--- config.mk ---
export PLATFORM = sky130hd
export DESIGN_NAME = via_sr_streamer
export DESIGN_NICKNAME = d
export VERILOG_FILES = /design/src/rtl/via_sr_streamer.sv
export SDC_FILE = /design/constraint.sdc
export NUM_CORES = 1
export LEC_CHECK = 0
export CORE_MARGIN = 2
export CORE_UTILIZATION = 30
export CTS_CLUSTER_SIZE = 20
export DETAILED_ROUTE_END_ITERATION = 16
export SLEW_MARGIN = 10
export SYNTH_ARGS = -nofsm -noshare
export SYNTH_HDL_FRONTEND = slang
export SYNTH_SLANG_ARGS = --single-unit
export TNS_END_PERCENT = 20
--- constraint.sdc ---
create_clock -name clk -period 2.2 [get_ports clk]
set_input_delay 0.22 -clock clk [delete_from_list [all_inputs] [get_ports clk]]
set_output_delay 0.22 -clock clk [all_outputs]
set_load 0.01 [all_outputs]
--- src/rtl/via_sr_streamer.sv ---
// -----------------------------------------------------------------------------
// via_sr_streamer
//
// Bus-master controller that configures a via6522 for shift-register output
// under Timer 2 (ACR mode 101, CB1 clock / CB2 data) and then streams bytes
// from a local FIFO into the VIA shift register. Byte completion is detected
// by polling IFR bit 2. With VIA_STREAM_IRQ_EN defined, the SR interrupt
// (via_irq) is used instead.
//
// Optional feature macro: VIA_STREAM_IRQ_EN
//   undefined (default) : IER gets 0x04 (SR interrupt disabled). POLL reads
//                         IFR every POLL_GAP idle clocks. via_irq is ignored.
//   defined             : IER gets 0x84 (SR interrupt enabled). POLL waits for
//                         via_irq and issues no IFR reads. POLL_GAP is unused.
//
// Parameters:
//   FIFO_DEPTH : byte FIFO entries (power of two, 2..64)
//   POLL_GAP   : idle clocks between successive IFR polls (>= 1)
//
// Ports:
//   clk, reset           : system clock, asynchronous active-high reset
//   start                : one-clk pulse, begins streaming when idle
//   stop                 : one-clk pulse, stop after the current byte
//   divisor[7:0]         : T2 low-latch value, sampled on an accepted start
//   wr_data/wr_valid     : host byte push
//   wr_ready             : FIFO not full (registered)
//   busy                 : high in every state except IDLE
//   underrun             : sticky, a byte finished while the FIFO was empty
//   byte_count[15:0]     : bytes loaded into SR since the last start
//   via_addr/via_wdata   : VIA register address / write data
//   via_rdata            : VIA read data
//   via_strobe/via_we    : VIA access strobe / write enable
//   via_irq              : VIA interrupt (only used with VIA_STREAM_IRQ_EN)
// -----------------------------------------------------------------------------
module via_sr_streamer #(
  parameter int FIFO_DEPTH = 8,
  parameter int POLL_GAP   = 4
) (
  input  logic        clk,
  input  logic        reset,
  input  logic        start,
  input  logic        stop,
  input  logic [7:0]  divisor,
  input  logic [7:0]  wr_data,
  input  logic        wr_valid,
  output logic        wr_ready,
  output logic        busy,
  output logic        underrun,
  output logic [15:0] byte_count,
  output logic [3:0]  via_addr,
  output logic [7:0]  via_wdata,
  input  logic [7:0]  via_rdata,
  output logic        via_strobe,
  output logic        via_we,
  input  logic        via_irq
);

  localparam int AW = (FIFO_DEPTH > 1) ? $clog2(FIFO_DEPTH) : 1;
  localparam int CW = AW + 1;
  localparam logic [CW-1:0] DEPTH_C = CW'(FIFO_DEPTH);

  localparam logic [3:0] ADDR_T2L = 4'h8;
  localparam logic [3:0] ADDR_SR  = 4'hA;
  localparam logic [3:0] ADDR_ACR = 4'hB;
  localparam logic [3:0] ADDR_IER = 4'hE;

  localparam logic [7:0] ACR_SR_OUT_T2 = 8'h14;
  localparam logic [7:0] ACR_OFF       = 8'h00;

`ifdef VIA_STREAM_IRQ_EN
  localparam logic [7:0] IER_VALUE = 8'h84;
`else
  localparam logic [3:0] ADDR_IFR  = 4'hD;
  localparam logic [7:0] IER_VALUE = 8'h04;
  localparam int PW = $clog2(POLL_GAP + 1);
  localparam logic [PW-1:0] GAP_LAST = PW'(POLL_GAP);
`endif

  typedef enum logic [2:0] {
    S_IDLE,
    S_CFG_ACR,
    S_CFG_T2,
    S_CFG_IER,
    S_WAIT,
    S_LOAD,
    S_POLL,
    S_SHUT
  } state_t;

  state_t state, next_state;

  // phase splits a write state into its strobe cycle and the mandatory idle
  // cycle, needed only where the following state strobes immediately
  logic phase, next_phase;

  logic [7:0]    divisor_q;
  logic          stop_pending;
  logic          fifo_pop;
  logic          fifo_push;
  logic          byte_done;

  logic [7:0]    fifo_mem [FIFO_DEPTH];
  logic [AW-1:0] rd_ptr;
  logic [AW-1:0] wr_ptr;
  logic [CW-1:0] fifo_count;
  logic [CW-1:0] fifo_count_next;
  logic [7:0]    fifo_head;

`ifndef VIA_STREAM_IRQ_EN
  logic [PW-1:0] poll_cnt;
`endif

  assign busy      = (state != S_IDLE);
  assign fifo_head = fifo_mem[rd_ptr];
  assign fifo_push = wr_valid && wr_ready;

`ifdef VIA_STREAM_IRQ_EN
  logic unused_inputs;
  assign unused_inputs = ^{via_rdata, 8'(POLL_GAP)};
`else
  logic unused_inputs;
  assign unused_inputs = ^{via_irq, via_rdata[7:3], via_rdata[1:0]};
`endif

  // State register for the sequencer
  always_ff @(posedge clk or posedge reset) begin
    if (reset) begin
      state <= S_IDLE;
      phase <= 1'b0;
    end else begin
      state <= next_state;
      phase <= next_phase;
    end
  end

  // Next-state and VIA bus decode. Every access is a single strobe cycle;
  // the idle cycle after it comes either from phase, from WAIT/IDLE (which
  // never strobe) or from the POLL wait count.
  always_comb begin
    next_state = state;
    next_phase = phase;
    via_strobe = 1'b0;
    via_we     = 1'b0;
    via_addr   = 4'h0;
    via_wdata  = 8'h00;
    fifo_pop   = 1'b0;
    byte_done  = 1'b0;

    case (state)
      S_IDLE: begin
        if (start) begin
          next_state = S_CFG_ACR;
          next_phase = 1'b0;
        end
      end

      S_CFG_ACR: begin
        if (!phase) begin
          via_strobe = 1'b1;
          via_we     = 1'b1;
          via_addr   = ADDR_ACR;
          via_wdata  = ACR_SR_OUT_T2;
          next_phase = 1'b1;
        end else begin
          next_phase = 1'b0;
          next_state = S_CFG_T2;
        end
      end

      S_CFG_T2: begin
        if (!phase) begin
          via_strobe = 1'b1;
          via_we     = 1'b1;
          via_addr   = ADDR_T2L;
          via_wdata  = divisor_q;
          next_phase = 1'b1;
        end else begin
          next_phase = 1'b0;
          next_state = S_CFG_IER;
        end
      end

      S_CFG_IER: begin
        via_strobe = 1'b1;
        via_we     = 1'b1;
        via_addr   = ADDR_IER;
        via_wdata  = IER_VALUE;
        next_state = S_WAIT;
      end

      // A pending stop is honoured only here, between bytes
      S_WAIT: begin
        if (stop_pending) begin
          next_state = S_SHUT;
        end else if (fifo_count != '0) begin
          next_state = S_LOAD;
        end
      end

      // Writing SR restarts the shifter and clears IFR bit 2 in the VIA
      S_LOAD: begin
        via_strobe = 1'b1;
        via_we     = 1'b1;
        via_addr   = ADDR_SR;
        via_wdata  = fifo_head;
        fifo_pop   = 1'b1;
        next_state = S_POLL;
      end

      S_POLL: begin
`ifdef VIA_STREAM_IRQ_EN
        if (via_irq) begin
          byte_done  = 1'b1;
          next_state = S_WAIT;
        end
`else
        // The read strobe cycle is also the sample cycle: via_rdata is
        // taken at the edge that closes the strobe.
        if (poll_cnt == GAP_LAST) begin
          via_strobe = 1'b1;
          via_addr   = ADDR_IFR;
          if (via_rdata[2]) begin
            byte_done  = 1'b1;
            next_state = S_WAIT;
          end
        end
`endif
      end

      S_SHUT: begin
        via_strobe = 1'b1;
        via_we     = 1'b1;
        via_addr   = ADDR_ACR;
        via_wdata  = ACR_OFF;
        next_state = S_IDLE;
      end

      default: begin
        next_state = S_IDLE;
        next_phase = 1'b0;
      end
    endcase
  end

`ifndef VIA_STREAM_IRQ_EN
  // Idle clocks before each IFR read; restarts after every read so that
  // consecutive polls are POLL_GAP idle clocks apart
  always_ff @(posedge clk or posedge reset) begin
    if (reset) begin
      poll_cnt <= '0;
    end else if (state != S_POLL || poll_cnt == GAP_LAST) begin
      poll_cnt <= '0;
    end else begin
      poll_cnt <= poll_cnt + 1'b1;
    end
  end
`endif

  // Run bookkeeping: divisor latch, stop request, underrun and byte count
  always_ff @(posedge clk or posedge reset) begin
    if (reset) begin
      divisor_q    <= 8'h00;
      stop_pending <= 1'b0;
      underrun     <= 1'b0;
      byte_count   <= 16'h0000;
    end else begin
      if (state == S_IDLE) begin
        stop_pending <= 1'b0;
      end else if (stop) begin
        stop_pending <= 1'b1;
      end

      if (state == S_IDLE && start) begin
        divisor_q  <= divisor;
        underrun   <= 1'b0;
        byte_count <= 16'h0000;
      end else begin
        if (fifo_pop) begin
          byte_count <= byte_count + 16'h0001;
        end
        if (byte_done && fifo_count == '0) begin
          underrun <= 1'b1;
        end
      end
    end
  end

  // FIFO occupancy after this cycle's push/pop
  always_comb begin
    fifo_count_next = fifo_count;
    case ({fifo_push, fifo_pop})
      2'b10:   fifo_count_next = fifo_count + 1'b1;
      2'b01:   fifo_count_next = fifo_count - 1'b1;
      default: fifo_count_next = fifo_count;
    endcase
  end

  // FIFO pointers, count and registered ready flag
  always_ff @(posedge clk or posedge reset) begin
    if (reset) begin
      rd_ptr     <= '0;
      wr_ptr     <= '0;
      fifo_count <= '0;
      wr_ready   <= 1'b1;
    end else begin
      if (fifo_push) begin
        wr_ptr <= wr_ptr + 1'b1;
      end
      if (fifo_pop) begin
        rd_ptr <= rd_ptr + 1'b1;
      end
      fifo_count <= fifo_count_next;
      wr_ready   <= (fifo_count_next < DEPTH_C);
    end
  end

  // FIFO storage needs no reset; emptiness is tracked by the pointers
  always_ff @(posedge clk) begin
    if (fifo_push) begin
      fifo_mem[wr_ptr] <= wr_data;
    end
  end

endmodule

==> impl_metrics.env <==
export IMPL_setup_worst_path_class="register to output port"
export IMPL_min_path_type="primary input to async pin"
export IMPL_drive_above_1_share=0.143
export IMPL_synth_most_common_cell="edfxtp_1"
export IMPL_netlist_area_um2=4850
export IMPL_drt_iter0_drc=271
export IMPL_start_kind="register"
export IMPL_comb_power_share=0.386
export IMPL_tns_ns=0
export IMPL_crit_path_max_incr_delay_ns=0.56
export IMPL_ys_top_cells_by_count="edfxtp_1, nand2_1, dfrtp_1, mux2i_1, nor2_1"
export IMPL_synth_distinct_cells=46
export IMPL_die_w_um=131
export IMPL_worst_slew_pin_slew_ns=0.535
export IMPL_cts_buffers=9
export IMPL_yosysTopAreaCell="edfxtp_1"
export IMPL_place_hpwl_mm=7.49
export IMPL_die_area_um2=17200
export IMPL_hold_violations=0
export IMPL_cp_num_buf_inv=2
export IMPL_r2r_start="state[0]$_DFFE_PP0P_"
export IMPL_clockBufferDepth=2
export IMPL_r2r_setup_slack_ns=0.17
export IMPL_vias=3245
export IMPL_grt_pass1_vias=3240
export IMPL_slew_violations=0
export IMPL_root_buffer="clkbuf_16"
export IMPL_setup_worst_path_start="phase$_DFFE_PP0P_"
export IMPL_switchingPower_mw=2.68
export IMPL_rows=46
export IMPL_areaGrowthSynthToFinish_pct=26.9
export IMPL_critPathArrivalTime_ns=1.93
export IMPL_p_per_area_nw_per_um2=1230
export IMPL_postSynthAreaPerCell_um2=12.4
export IMPL_cts_num_sinks=108
export IMPL_worstSkewPairLatency_ns=0.35
export IMPL_path_clk_slew_ns=0.07
export IMPL_drv_cap=0
export IMPL_crit_chain="nor2_1 > buf_4 > nand2_1 > o21ai_1 > clkdlybuf4s50_1"
export IMPL_fill_cells=1509
export IMPL_outcome="completed"
export IMPL_start_util=0.306
export IMPL_fin_crit_ns=2.15
export IMPL_fin_crit_sh=0.978
export IMPL_p_leak_nw=2.49
export IMPL_dp_cells=668
export IMPL_p_int_mw=4.91
export IMPL_ys_seq_area_frac=0.624
export IMPL_synth_area_leaders="edfxtp_1, dfrtp_1, mux2i_1, nand2_1, a22oi_1"
export IMPL_stdcell_count=685
export IMPL_remaining_drc_errors=0
export IMPL_synth_ff_latch_count=108
export IMPL_core_area_um2=15800
export IMPL_antenna_cells=0
export IMPL_synth_main_ff_cell="edfxtp_1"
export IMPL_antenna_found_initial=0
export IMPL_syn_nets=431
export IMPL_cpMaxStageDelayCell="clkdlybuf4s50_1"
export IMPL_wirelength_mm=10.7
export IMPL_relSlewSlack=0.640
export IMPL_critPathTopFamily="buffers and inverters"
export IMPL_rsz0062_at_grt="yes"
export IMPL_holdBufCountCts=0
export IMPL_ios=63
export IMPL_fin_skew_ns=0.00947
export IMPL_netlist_instances=392
export IMPL_totalPowerFinal_mw=7.59
export IMPL_final_nets=503
export IMPL_final_util=0.389
export IMPL_die_h_um=131
export IMPL_io_buffers=54
export IMPL_postRouteAntennaNets=0
export IMPL_wl_per_cell_um=15.6
export IMPL_overflow=0
export IMPL_h_tree_depth=3
export IMPL_p_seq_frac=0.392
export IMPL_required_ns=1.98
export IMPL_gp_congestion=0.760
export IMPL_cp_max_fo=9
export IMPL_ys_async_sr_fraction=0.407
export IMPL_tritoncts="built"
export IMPL_grt_start_max_net_pins=24
export IMPL_setup_viol=0
export IMPL_grt_first_pass_wirelength_mm=17.3
export IMPL_cp_end_kind="output port"
export IMPL_gr_usage_all_layers=0.127
export IMPL_synth_warnings=0
export IMPL_swShare=0.353
export IMPL_first_pass_iters=6
export IMPL_power_frac_clock=0.222
export IMPL_fmax_ghz=0.465
export IMPL_synth_edff_count=64
export IMPL_via_per_inst=4.74
export IMPL_yosysTopAreaCellShare=0.396
export IMPL_ir_drop_mv=0.590
[power by group through the flow]
stage / Combinational (mW) / Clock (mW) / Sequential (mW)
after floorplan: 1.82 / 0 / 2.90
after global routing: 3.23 / 1.79 / 3.04
after detailed placement: 2.87 / 0 / 2.99
final: 2.93 / 1.69 / 2.97
after CTS: 2.93 / 1.72 / 2.97
after global placement: 2.81 / 0 / 2.96
[area by class of cell]
| cell class | instances | area (um^2) | share of cell area |
|---|---|---|---|
| multi-input combinational | 256 | 1750 | 0.284 |
| timing repair buffer | 81 | 761 | 0.124 |
| clock inverter | 7 | 90.1 | 0.0146 |
| sequential | 108 | 3030 | 0.492 |
| tap | 216 | 270 | 0.0439 |
| inverter | 8 | 30.0 | 0.00488 |
| clock buffer | 9 | 225 | 0.0366 |
[state kept, by name, summed over array words and instances (netlist names), named ones only]
register	flops
state	3
divisor_q	8
rd_ptr	3
phase	1
fifo_count	3
underrun	1
fifo_mem	64
byte_count	16
wr_ready	1
wr_ptr	3
stop_pending	1
poll_cnt	3
[cells by family after synthesis]
family                     Yosys count  share of synthesized area
AOI/OAI and AO/OA                   51                     0.0710
xor gates and xnor gates            18                     0.0325
adders and majority gates            9                     0.0232
buffers and inverters               28                     0.0248
DFF                                108                      0.624
muxes                               40                     0.0836
and+or+nand+nor                    138                      0.141
[worst paths after layout]
check / endpoint / depth (start not counted)
setup / recovery: via_addr[0] / 5
hold / removal: divisor_q[7]$_DFFE_PP0P_ / 2
setup reg to reg: register / 7
hold reg to reg: byte_count[15]$_DFFE_PP0P_ / 1
max in group asynchronous: wr_ready$_DFF_PP1_ / 3
min in group clk: divisor_q[5]$_DFFE_PP0P_ / 3
[placed cells by master, fill, tap and decap left out, types with 5 or more instances in the layout]
cell type / n
a22oi_1: 16
ha_1: 8
edfxtp_1: 64
dfrtp_1: 41
nand2_1: 59
clkdlybuf4s50_1: 43
nor3_1: 8
nor2b_1: 5
xnor2_1: 11
a21oi_1: 12
mux2i_1: 36
o31ai_1: 5
xor2_1: 7
buf_4: 24
nand3_1: 12
inv_1: 7
nor2_1: 22
dlygate4sd2_1: 6
clkbuf_16: 9
[per-layer routing]
| layer | up-vias | track usage | part of all wire | routed length, um |
|---|---|---|---|---|
| li1 | 1555 | - | - | - |
| met1 | 1612 | 0.173 | 0.48 | 5100 |
| met2 | 63 | 0.203 | 0.47 | 5050 |
| met3 | 15 | 0.0181 | 0.029 | 308 |
| met4 | 0 | 0.0556 | 0.021 | 229 |
| met5 | - | 0 | 0 | 0 |
[through the flow]
stage | hold WS (ns) | area (um^2) | setup slack (ns)
floorplan | 0.319 | 4850 | 0.0143
global placement | 0.450 | 5770 | -0.0165
detailed placement | 0.468 | 5770 | -0.0127
CTS | 0.227 | 6120 | -0.0953
global route | 0.271 | 6150 | -0.101
finish | 0.218 | 6150 | 0.0486
[repair_timing]
action / 4_1_cts / 5_1_grt
setup buffers: 1 / 0
setup endpoints to repair: 14 / 8
pin swaps: 0 / 1
resized for setup: 23 / 12
No activity file was read; power rests on OpenSTA's default activity.
